[src/rtl/adc0809_resp_if.sv]
// adc0809_resp_if
//   Bus between the game CPU side (master) and the ADC0809 model (slave).
//   Signals:
//     CE         converter clock enable, one MCLK wide
//     CH0..CH3   8-bit analog channel values (AX0, AY0, AX1, AY1)
//     ALE        address latch enable (level), latches ADDR
//     ADDR       3-bit channel select
//     START      start of conversion (level, edge-detected inside)
//     OE         output enable (level)
//     DOUT       conversion result, 8'hFF while OE=0
//     EOC        end of conversion, high = idle or done
//     state_dbg  current FSM state of the converter
//
// Handshake: the master raises START (EOC falls the next cycle) and lowers
// it; the falling edge samples the selected channel. EOC rises again when
// the result is ready, after which OE=1 puts the result on DOUT. A new START
// rising edge at any point restarts the sequence.
interface adc0809_resp_if;
  logic       CE;
  logic [7:0] CH0;
  logic [7:0] CH1;
  logic [7:0] CH2;
  logic [7:0] CH3;
  logic       ALE;
  logic [2:0] ADDR;
  logic       START;
  logic       OE;
  logic [7:0] DOUT;
  logic       EOC;
  logic [1:0] state_dbg;

  modport master (
    output CE, CH0, CH1, CH2, CH3, ALE, ADDR, START, OE,
    input  DOUT, EOC, state_dbg
  );

  modport slave (
    input  CE, CH0, CH1, CH2, CH3, ALE, ADDR, START, OE,
    output DOUT, EOC, state_dbg
  );
endinterface

[src/rtl/adc0809_resp.sv]
// adc0809_resp
//   Cycle-level model of the ADC0809 converter as seen by the game CPU.
//   Conversion time is paced by CE, standing in for the 640 kHz ADC clock.
//   Ports:
//     MCLK     system clock, rising edge
//     RESET_N  asynchronous reset, active low
//     bus      adc0809_resp_if.slave (CE, CH0..CH3, ALE, ADDR, START, OE,
//              DOUT, EOC, state_dbg)
//   Parameters:
//     CONV_TICKS  CE ticks from START falling to EOC rising (2..255)
//     IDLE_VAL    result for the unconnected channels 4..7
module adc0809_resp #(
  parameter int         CONV_TICKS = 64,
  parameter logic [7:0] IDLE_VAL   = 8'h80
) (
  input logic          MCLK,
  input logic          RESET_N,
  adc0809_resp_if.slave bus
);

  typedef enum logic [1:0] {
    S_IDLE    = 2'd0,
    S_ARMED   = 2'd1,
    S_CONVERT = 2'd2,
    S_DONE    = 2'd3
  } state_t;

  localparam logic [7:0] LAST_TICK = 8'(CONV_TICKS - 1);

  state_t     state;
  logic       eoc_q;
  logic [7:0] res;
  logic [7:0] samp;
  logic [2:0] chsel;
  logic [7:0] cnt;
  logic       p_start;
  logic [7:0] sel_val;
  logic       start_rise;
  logic       start_fall;

  assign start_rise = bus.START & ~p_start;
  assign start_fall = ~bus.START & p_start;

  // Channel mux works off the latched select; a same-edge ALE only takes
  // effect for the next falling START edge.
  always_comb begin
    sel_val = IDLE_VAL;
    case (chsel)
      3'd0:    sel_val = bus.CH0;
      3'd1:    sel_val = bus.CH1;
      3'd2:    sel_val = bus.CH2;
      3'd3:    sel_val = bus.CH3;
      default: sel_val = IDLE_VAL;
    endcase
  end

  always_ff @(posedge MCLK or negedge RESET_N) begin
    if (!RESET_N) begin
      state   <= S_IDLE;
      eoc_q   <= 1'b1;
      res     <= 8'h00;
      samp    <= 8'h00;
      chsel   <= 3'd0;
      cnt     <= 8'd0;
      p_start <= 1'b0;
    end else begin
      p_start <= bus.START;
      if (bus.ALE) chsel <= bus.ADDR;

      case (state)
        S_IDLE, S_DONE: begin
          if (start_rise) begin
            state <= S_ARMED;
            eoc_q <= 1'b0;
          end
        end
        S_ARMED: begin
          // CE is ignored here; the count only starts once sampled.
          cnt <= 8'd0;
          if (start_fall) begin
            samp  <= sel_val;
            state <= S_CONVERT;
          end
        end
        S_CONVERT: begin
          if (start_rise) begin
            // Abort: restart from ARMED, the previous result stays put.
            state <= S_ARMED;
            cnt   <= 8'd0;
          end else if (bus.CE) begin
            if (cnt == LAST_TICK) begin
              res   <= samp;
              eoc_q <= 1'b1;
              state <= S_DONE;
            end else begin
              cnt <= cnt + 8'd1;
            end
          end
        end
        default: begin
          state <= S_IDLE;
          eoc_q <= 1'b1;
        end
      endcase
    end
  end

  assign bus.EOC       = eoc_q;
  assign bus.DOUT      = bus.OE ? res : 8'hFF;
  assign bus.state_dbg = state;

endmodule
[src/flat_wrapper.sv]
// flat-port wrapper written by rule: the top's interface ports become plain ports
module adc0809_resp_flat 
#(
  parameter int         CONV_TICKS = 64,
  parameter logic [7:0] IDLE_VAL   = 8'h80
)
  (MCLK, RESET_N, bus_CE, bus_CH0, bus_CH1, bus_CH2, bus_CH3, bus_ALE, bus_ADDR, bus_START, bus_OE, bus_DOUT, bus_EOC, bus_state_dbg);
  adc0809_resp_if bus_i ();
  input logic MCLK;
  input logic RESET_N;
  input wire logic [$bits(bus_i.CE)-1:0] bus_CE;
  input wire logic [$bits(bus_i.CH0)-1:0] bus_CH0;
  input wire logic [$bits(bus_i.CH1)-1:0] bus_CH1;
  input wire logic [$bits(bus_i.CH2)-1:0] bus_CH2;
  input wire logic [$bits(bus_i.CH3)-1:0] bus_CH3;
  input wire logic [$bits(bus_i.ALE)-1:0] bus_ALE;
  input wire logic [$bits(bus_i.ADDR)-1:0] bus_ADDR;
  input wire logic [$bits(bus_i.START)-1:0] bus_START;
  input wire logic [$bits(bus_i.OE)-1:0] bus_OE;
  output wire logic [$bits(bus_i.DOUT)-1:0] bus_DOUT;
  output wire logic [$bits(bus_i.EOC)-1:0] bus_EOC;
  output wire logic [$bits(bus_i.state_dbg)-1:0] bus_state_dbg;
  assign bus_i.CE = bus_CE;
  assign bus_i.CH0 = bus_CH0;
  assign bus_i.CH1 = bus_CH1;
  assign bus_i.CH2 = bus_CH2;
  assign bus_i.CH3 = bus_CH3;
  assign bus_i.ALE = bus_ALE;
  assign bus_i.ADDR = bus_ADDR;
  assign bus_i.START = bus_START;
  assign bus_i.OE = bus_OE;
  assign bus_DOUT = bus_i.DOUT;
  assign bus_EOC = bus_i.EOC;
  assign bus_state_dbg = bus_i.state_dbg;
  adc0809_resp #(.CONV_TICKS(CONV_TICKS), .IDLE_VAL(IDLE_VAL)) u_core (.MCLK(MCLK), .RESET_N(RESET_N), .bus(bus_i));
endmodule
[config.mk]
export PLATFORM = sky130hd
export DESIGN_NAME = adc0809_resp_flat
export DESIGN_NICKNAME = d
export VERILOG_FILES = /design/src/rtl/adc0809_resp_if.sv /design/src/rtl/adc0809_resp.sv /design/src/flat_wrapper.sv
export SDC_FILE = /design/constraint.sdc
export NUM_CORES = 1
export LEC_CHECK = 0
export BUFFER_PORTS_ARGS = -buffer_cell sky130_fd_sc_hd__buf_2
export CAP_MARGIN = 30
export CORE_MARGIN = 1.5
export CORE_UTILIZATION = 40
export DETAILED_ROUTE_END_ITERATION = 10
export GPL_ROUTABILITY_DRIVEN = 0
export SLEW_MARGIN = 20
export SYNTH_ARGS = -nofsm -noshare
export SYNTH_HDL_FRONTEND = slang
export SYNTH_SLANG_ARGS = --single-unit
[constraint.sdc]
create_clock -name MCLK -period 4.16 [get_ports MCLK]
set_input_delay 0.416 -clock MCLK [delete_from_list [all_inputs] [get_ports MCLK]]
set_output_delay 0.416 -clock MCLK [all_outputs]
set_load 0.03 [all_outputs]
; Word-level counts from Yosys, hierarchy flattened
; Index checks and enable logic that the tools add are counted.
; W data, S select, Z words.
[totals]
mem_bits_ro = 0
mem_bits_rw = 0
latchBits = 0
n_memories = 0
regBits = 31
[op_classes]
magnitude_cmp = 0
eq_ne = 15
bitwise_logic = 5
mux = 17
n_reduce_logical = 10
mul = 0
shifts = 0
n_addsub = 1
div = 0
[ops]
columns = op, count
row1 = $mux W8, 4
row2 = $pmux W8 S4, 1
row3 = $pmux W8 S2, 1
row4 = $mux W2, 5
row5 = $add A8 B1 Y8 const B, 1
row6 = $eq A8 B6 Y1 const B, 1
row7 = $reduce_and A4 Y1, 2
row8 = $eq A3 B2 Y1 const B, 2
row9 = $ne A2 B1 Y1 const B, 3
row10 = $ne A3 B2 Y1 const B, 2
row11 = $pmux W2 S3, 1
row12 = $reduce_and A5 Y1, 1
row13 = $eq A2 B2 Y1 const B, 2
row14 = $mux W1, 4
row15 = $ne A2 B2 Y1 const B, 2
row16 = $reduce_bool A2 Y1, 2
row17 = $eq A3 B1 Y1 const B, 1
row18 = $logic_not A3 Y1, 1
row19 = $ne A3 B1 Y1 const B, 1
row20 = $not A1 Y1, 3
row21 = $reduce_and A3 Y1, 1
row22 = $and A1 B1 Y1, 2
row23 = $eq A2 B1 Y1 const B, 1
row24 = $logic_not A2 Y1, 1
row25 = other kinds (3), 3

; Longest topological paths before layout
[depth]
word_depth = 5
ltp_mapped = 6
depth_no_buf = 5

; Worst setup path before layout
; No wires, ideal clock.
[synth_path]
kind = reg2reg
start = register u_core.state[0] (netlist: u_core.bus.state_dbg[0])
end = register u_core.eoc_q (netlist: u_core.bus.EOC)
setup_slack_ps = 2383
path_stages_with_launch = 7
path_buffers = 1
t_arrival_ps = 1697
required_ps = 4081
path_cell_list = dfrtp_1 inv_1 ha_1 clkbuf_2 inv_1 or3_1 a22o_1
[synth_between]
elab_chain_len = 4
elab_cells_between_ends = 11
[synth_lines]
columns = item, line_no
row1 = start: declaration, adc0809_resp.sv:30  ; state_t state;
row2 = start signal: assignment, adc0809_resp.sv:59  ; state <= S_IDLE;
row3 = start signal: assignment, adc0809_resp.sv:73  ; state <= S_ARMED;
row4 = start signal: assignment, adc0809_resp.sv:82  ; state <= S_CONVERT;
row5 = $eq A2 B2 Y1 / $logic_not A2 Y1 (equally long branches), adc0809_resp.sv:70  ; case (state)
row6 = $reduce_or A2 Y1, adc0809_resp.sv:70
row7 = $ne A2 B1 Y1 (no source line) / $reduce_bool A2 Y1 (equally long branches), -
row8 = $reduce_and A5 Y1 (no source line), -
row9 = end signal: assignment, adc0809_resp.sv:60  ; eoc_q <= 1'b1;
row10 = end signal: assignment, adc0809_resp.sv:74  ; eoc_q <= 1'b0;
row11 = end signal: assignment, adc0809_resp.sv:93  ; eoc_q <= 1'b1;
row12 = end: declaration, adc0809_resp.sv:31  ; logic eoc_q;
; Several ways; a longest one is shown, not always the timed one.
; A chain may end at the register's enable or synchronous reset.

; Worst setup path after layout
[layout_path]
start = register u_core.cnt[0]
end = register u_core.res[2]
[layout_between]
elab_chain_len = 2
[layout_lines]
columns = item, line_no
row1 = start: declaration, adc0809_resp.sv:35  ; logic [7:0] cnt;
row2 = start signal: assignment, adc0809_resp.sv:96  ; cnt <= cnt + 8'd1;
row3 = $eq A8 B6 Y1, adc0809_resp.sv:91  ; if (cnt == LAST_TICK) begin
row4 = $reduce_and A4 Y1 (no source line), -
row5 = end signal: assignment, adc0809_resp.sv:92  ; res <= samp;
row6 = end: declaration, adc0809_resp.sv:32  ; logic [7:0] res;
; Every way passes these cells.

==> results.txt <==
The worst hold margin is 0.162 ns. Across the run, the number of max-cap violations was 0. The maximum achievable frequency is 0.497 GHz.

The endpoint required time on the critical path is 4.33 ns. The run finished with clean final reports. The net count of the finished layout is 232. The overall die height is 67.6 um. The most critical setup path has its startpoint at u_core.cnt[0].

In this run the tool buffered the top-level ports with 51 buffer cells. Setup violations remaining at the end of the flow were counted as 0. The critical path is of the register to register type. In this run the static leakage power is 0.991 nW. From synthesis to final layout, the design area changed by 22.5%. The CTS H-tree depth came out at 2. The area taken by multi-input logic gates is 847 um2. The total iterations of the first detailed-routing run came out at 4.

The area of the core is 4000 um2. The number of remaining DRC errors came out at 0. The global-route wire length before repair came out at 5.53 mm. The path class of the tightest hold or removal check is primary input to asynchronous set/reset pin. Counting flops and latches in the post-synthesis netlist gives 31.

The effective utilization at floorplan came out at 41.8%. The worst clock skew came out at 0.00553 ns. The layout has 358 filler cells. The number of distinct library cells after synthesis came out at 40.

The total power of the final layout came out at 0.000913 W. The vias per cell is 5.25. The detailed router finished its first iteration with 20 violations. The data arrival at the endpoint of the critical path is 2.18 ns. The count of placed standard cells including taps came out at 230.

In the final routed layout, each cell accounts on average for 14.9 um. Setup repair after global routing left no endpoint under its margin. Counting the buffers created by CTS gives 5. The net count of the mapped netlist came out at 178. The vias after detailed routing came out at 1250.

Net switching is 35.1% of the power. The horizontal extent of the die is 67.6 um. Entering global routing, the biggest net connects 32 pins.

The quantity of hold-fixing buffers added after cts came out at 0. The number of antenna violations at the first check in global routing is 0. The analysis attributes to net switching a power of 0.000321 W. For the worst-skew pair, the clock arrives at the later sink with an insertion delay of 0.29 ns. The relative contribution of combinational cells to total power came out at 32.1%. STA classifies the critical path endpoint as a register. The maximum number of buffers from clock root to sink came out at 2. After synthesis, the mean cell area works out to 12.6 um2.

Counting both buffers and inverters, the worst setup path holds a total of 0. TritonCTS built the clock tree. Of the synthesized area, sequential elements account for 46.5%. Excluding fillers, the count of instances in the completed layout stands at 238. The critical path's top delay family is simple AND/OR/NAND/NOR gates.

Summing every instance area after synthesis gives 1670 um2. Counting every sink on the clock net gives 31. The sequential cell area came out at 777 um2. The final hold violation count was 0.

The sort of element at the start of the critical path is a register. The stage delay of the slowest cell on the critical path is 0.45 ns. The area of the die came out at 4580 um2. The top cell types in the final layout, fill and taps aside, are buf_2, dfrtp_1, mux2_2. For this run the aggregate overflow at the end of global routing stands at 0. The clock period minus worst slack is 2.01 ns. The number of instances in the synthesized netlist is 133. The number of post-CTS setup repair buffers came out at 0. Clock-pin slew was measured on the worst setup and hold paths at 0.06 ns. At the pin with the least slew margin, the transition time is 0.675 ns. The detailed placement HPWL came out at 2.73 mm. The number of antenna diodes in the final layout is 0. The total routed wirelength came out at 3.55 mm. The final worst-path setup slack came out at 2.15 ns.

Pin placement for this block handled 52 I/O pins. After clock tree synthesis, the repair step resized 0 gates. The total internal power is 0.000593 W. The share of total power dissipated in sequential elements is 43.0%. The final cycle utilization of the critical path is 48.3%. The global-route total usage across every layer came out at 16.8%. The worst register-to-register path begins at u_core.cnt[0].

The initialized floorplan defines 23 standard-cell rows. The share of total power in the clock network came out at 24.9%. The residual antenna-violating net count after detailed routing is 0. The relative slew slack came out at 55.0%.

Among all stages on the critical path, the largest delay is contributed by and3_1. The layout cell share with drive strength beyond 1 came out at 45.2%. The number of pins with negative max-slew slack in the final report was 0.

Along the worst path, the maximum fanout reaches 9. The tree is rooted in a clkbuf_8. Leaving out fill and tap cells, the most frequent cell in the layout is buf_2. In the final timing run, aggregate negative setup slack is 0 ns. Power spread over the standard cell area amounts to 446 nW/um2. The worst voltage drop across the vdd grid is 374 uV.

For this run, the number of Yosys warnings is 0. The via count of the first global-routing pass is 1175. Traced cell by cell, the critical path runs through ha_1 > nand3_4 > nor3_1 > and3_1 > mux2_2.

The placement-stage worst setup slack came out at 2.15 ns.
## per-stage QoR
step,util (%),instance area [um2]
after global placement,49.1,1960
after CTS,51.2,2050
after global routing,51.2,2050
final,51.2,2050
after detailed placement,49.1,1960
after floorplan,-,1670
## power groups by stage
stage	logic, W	registers (W)	clock network [W]
after CTS	0.000291	0.000394	0.000233
after floorplan	0.000204	0.000397	0
after detailed placement	0.000288	0.000400	0
after global routing	0.000322	0.000402	0.000251
after global placement	0.000292	0.000397	0
final	0.000293	0.000393	0.000228
## metal layers
layer / vias to the layer above / share of wire, % / routed length, um / global-route usage (%)
li1: 607 / - / - / -
met1: 603 / 46 / 1630 / 23.6
met2: 33 / 47 / 1660 / 22.9
met3: 7 / 4.9 / 175 / 5.00
met4: 0 / 2.1 / 76 / 9.18
met5: - / 0 / 0 / 0
## registers in the layout (all words and copies together) (netlist names)
signal / cells
u_core.cnt: 8
u_core.res: 8
u_core.samp: 8
u_core.chsel: 3
u_core.bus.state_dbg: 2
u_core.bus.EOC: 1
u_core.p_start: 1
## cells in the mapped netlist
cell type,n,area share (%)
dfrtp_1,30,45
mux2_2,11,7.4
nand2b_1,10,3.7
a22o_1,8,4.2
mux4_2,8,11
nand2_1,7,1.6
inv_1,6,1.3
ha_1,4,3.0
a21o_1,3,1.3
mux2i_1,3,1.8
nor2_1,3,0.67
o21ai_0,3,0.90
or3_1,3,1.1
a2111oi_0,2,1.0
a21oi_1,2,0.60
and3_1,2,0.75
nand3_1,2,0.60
nor3_1,2,0.60
o22ai_1,2,0.75
o2bb2ai_1,2,1.0
a2111oi_2,1,0.90
a21boi_0,1,0.45
a21o_2,1,0.52
a221oi_1,1,0.52
a2bb2oi_1,1,0.52
and2_1,1,0.37
buf_2,1,0.30
buf_6,1,0.67
clkbuf_1,1,0.22
clkbuf_2,1,0.30
dfstp_2,1,1.6
nand2b_2,1,0.52
nand3_4,1,1.0
nand3b_1,1,0.45
nor4_1,1,0.37
o311ai_0,1,0.52
o31ai_4,1,1.3
or2_1,1,0.37
or2_2,1,0.37
xnor2_1,1,0.52
## path summary, 6_finish.rpt
kind / cells past startpoint / end / slack (ns)
max in group asynchronous: 1 / u_core.res[7] / 3.56
worst max-delay path: 5 / u_core.res[2] / 2.15
worst min-delay path: 1 / u_core.cnt[5] / 0.16
worst max register to register: 5 / u_core.res[2] / 2.15
min in group MCLK: 1 / u_core.p_start / 0.27
worst min register to register: 1 / u_core.res[7] / 0.50
## cells by family (layout without fill, tap and decap cells)
kind of cell | Yosys count | count (layout) | share of synthesized area [%]
AOI/OAI and AO/OA | 29 | 29 | 14.6
muxes | 22 | 22 | 20.0
adders and majority gates | 4 | 4 | 2.99
xor gates and xnor gates | 1 | 1 | 0.524
buffers and inverters | 10 | 65 | 2.84
DFF | 31 | 31 | 46.5
and+or+nand+nor | 36 | 36 | 12.6
## worst register-to-register path, delay by kind of cell, from the launching register on
| family | cells | cell delay (ns) |
|---|---|---|
| simple gates | 3 | 0.85 |
| flops | 1 | 0.40 |
| mux | 1 | 0.39 |
| fa+ha+maj | 1 | 0.26 |
## layout make-up
cell class	instances	area share, %
multi-input cells	92	41.4
flip-flops and latches	31	37.9
repair buffers	51	12.5
clock buffers	5	3.36
well taps	50	3.05
inverters	6	1.10
clock inverters	3	0.733
(Power assumes the default switching activity.)
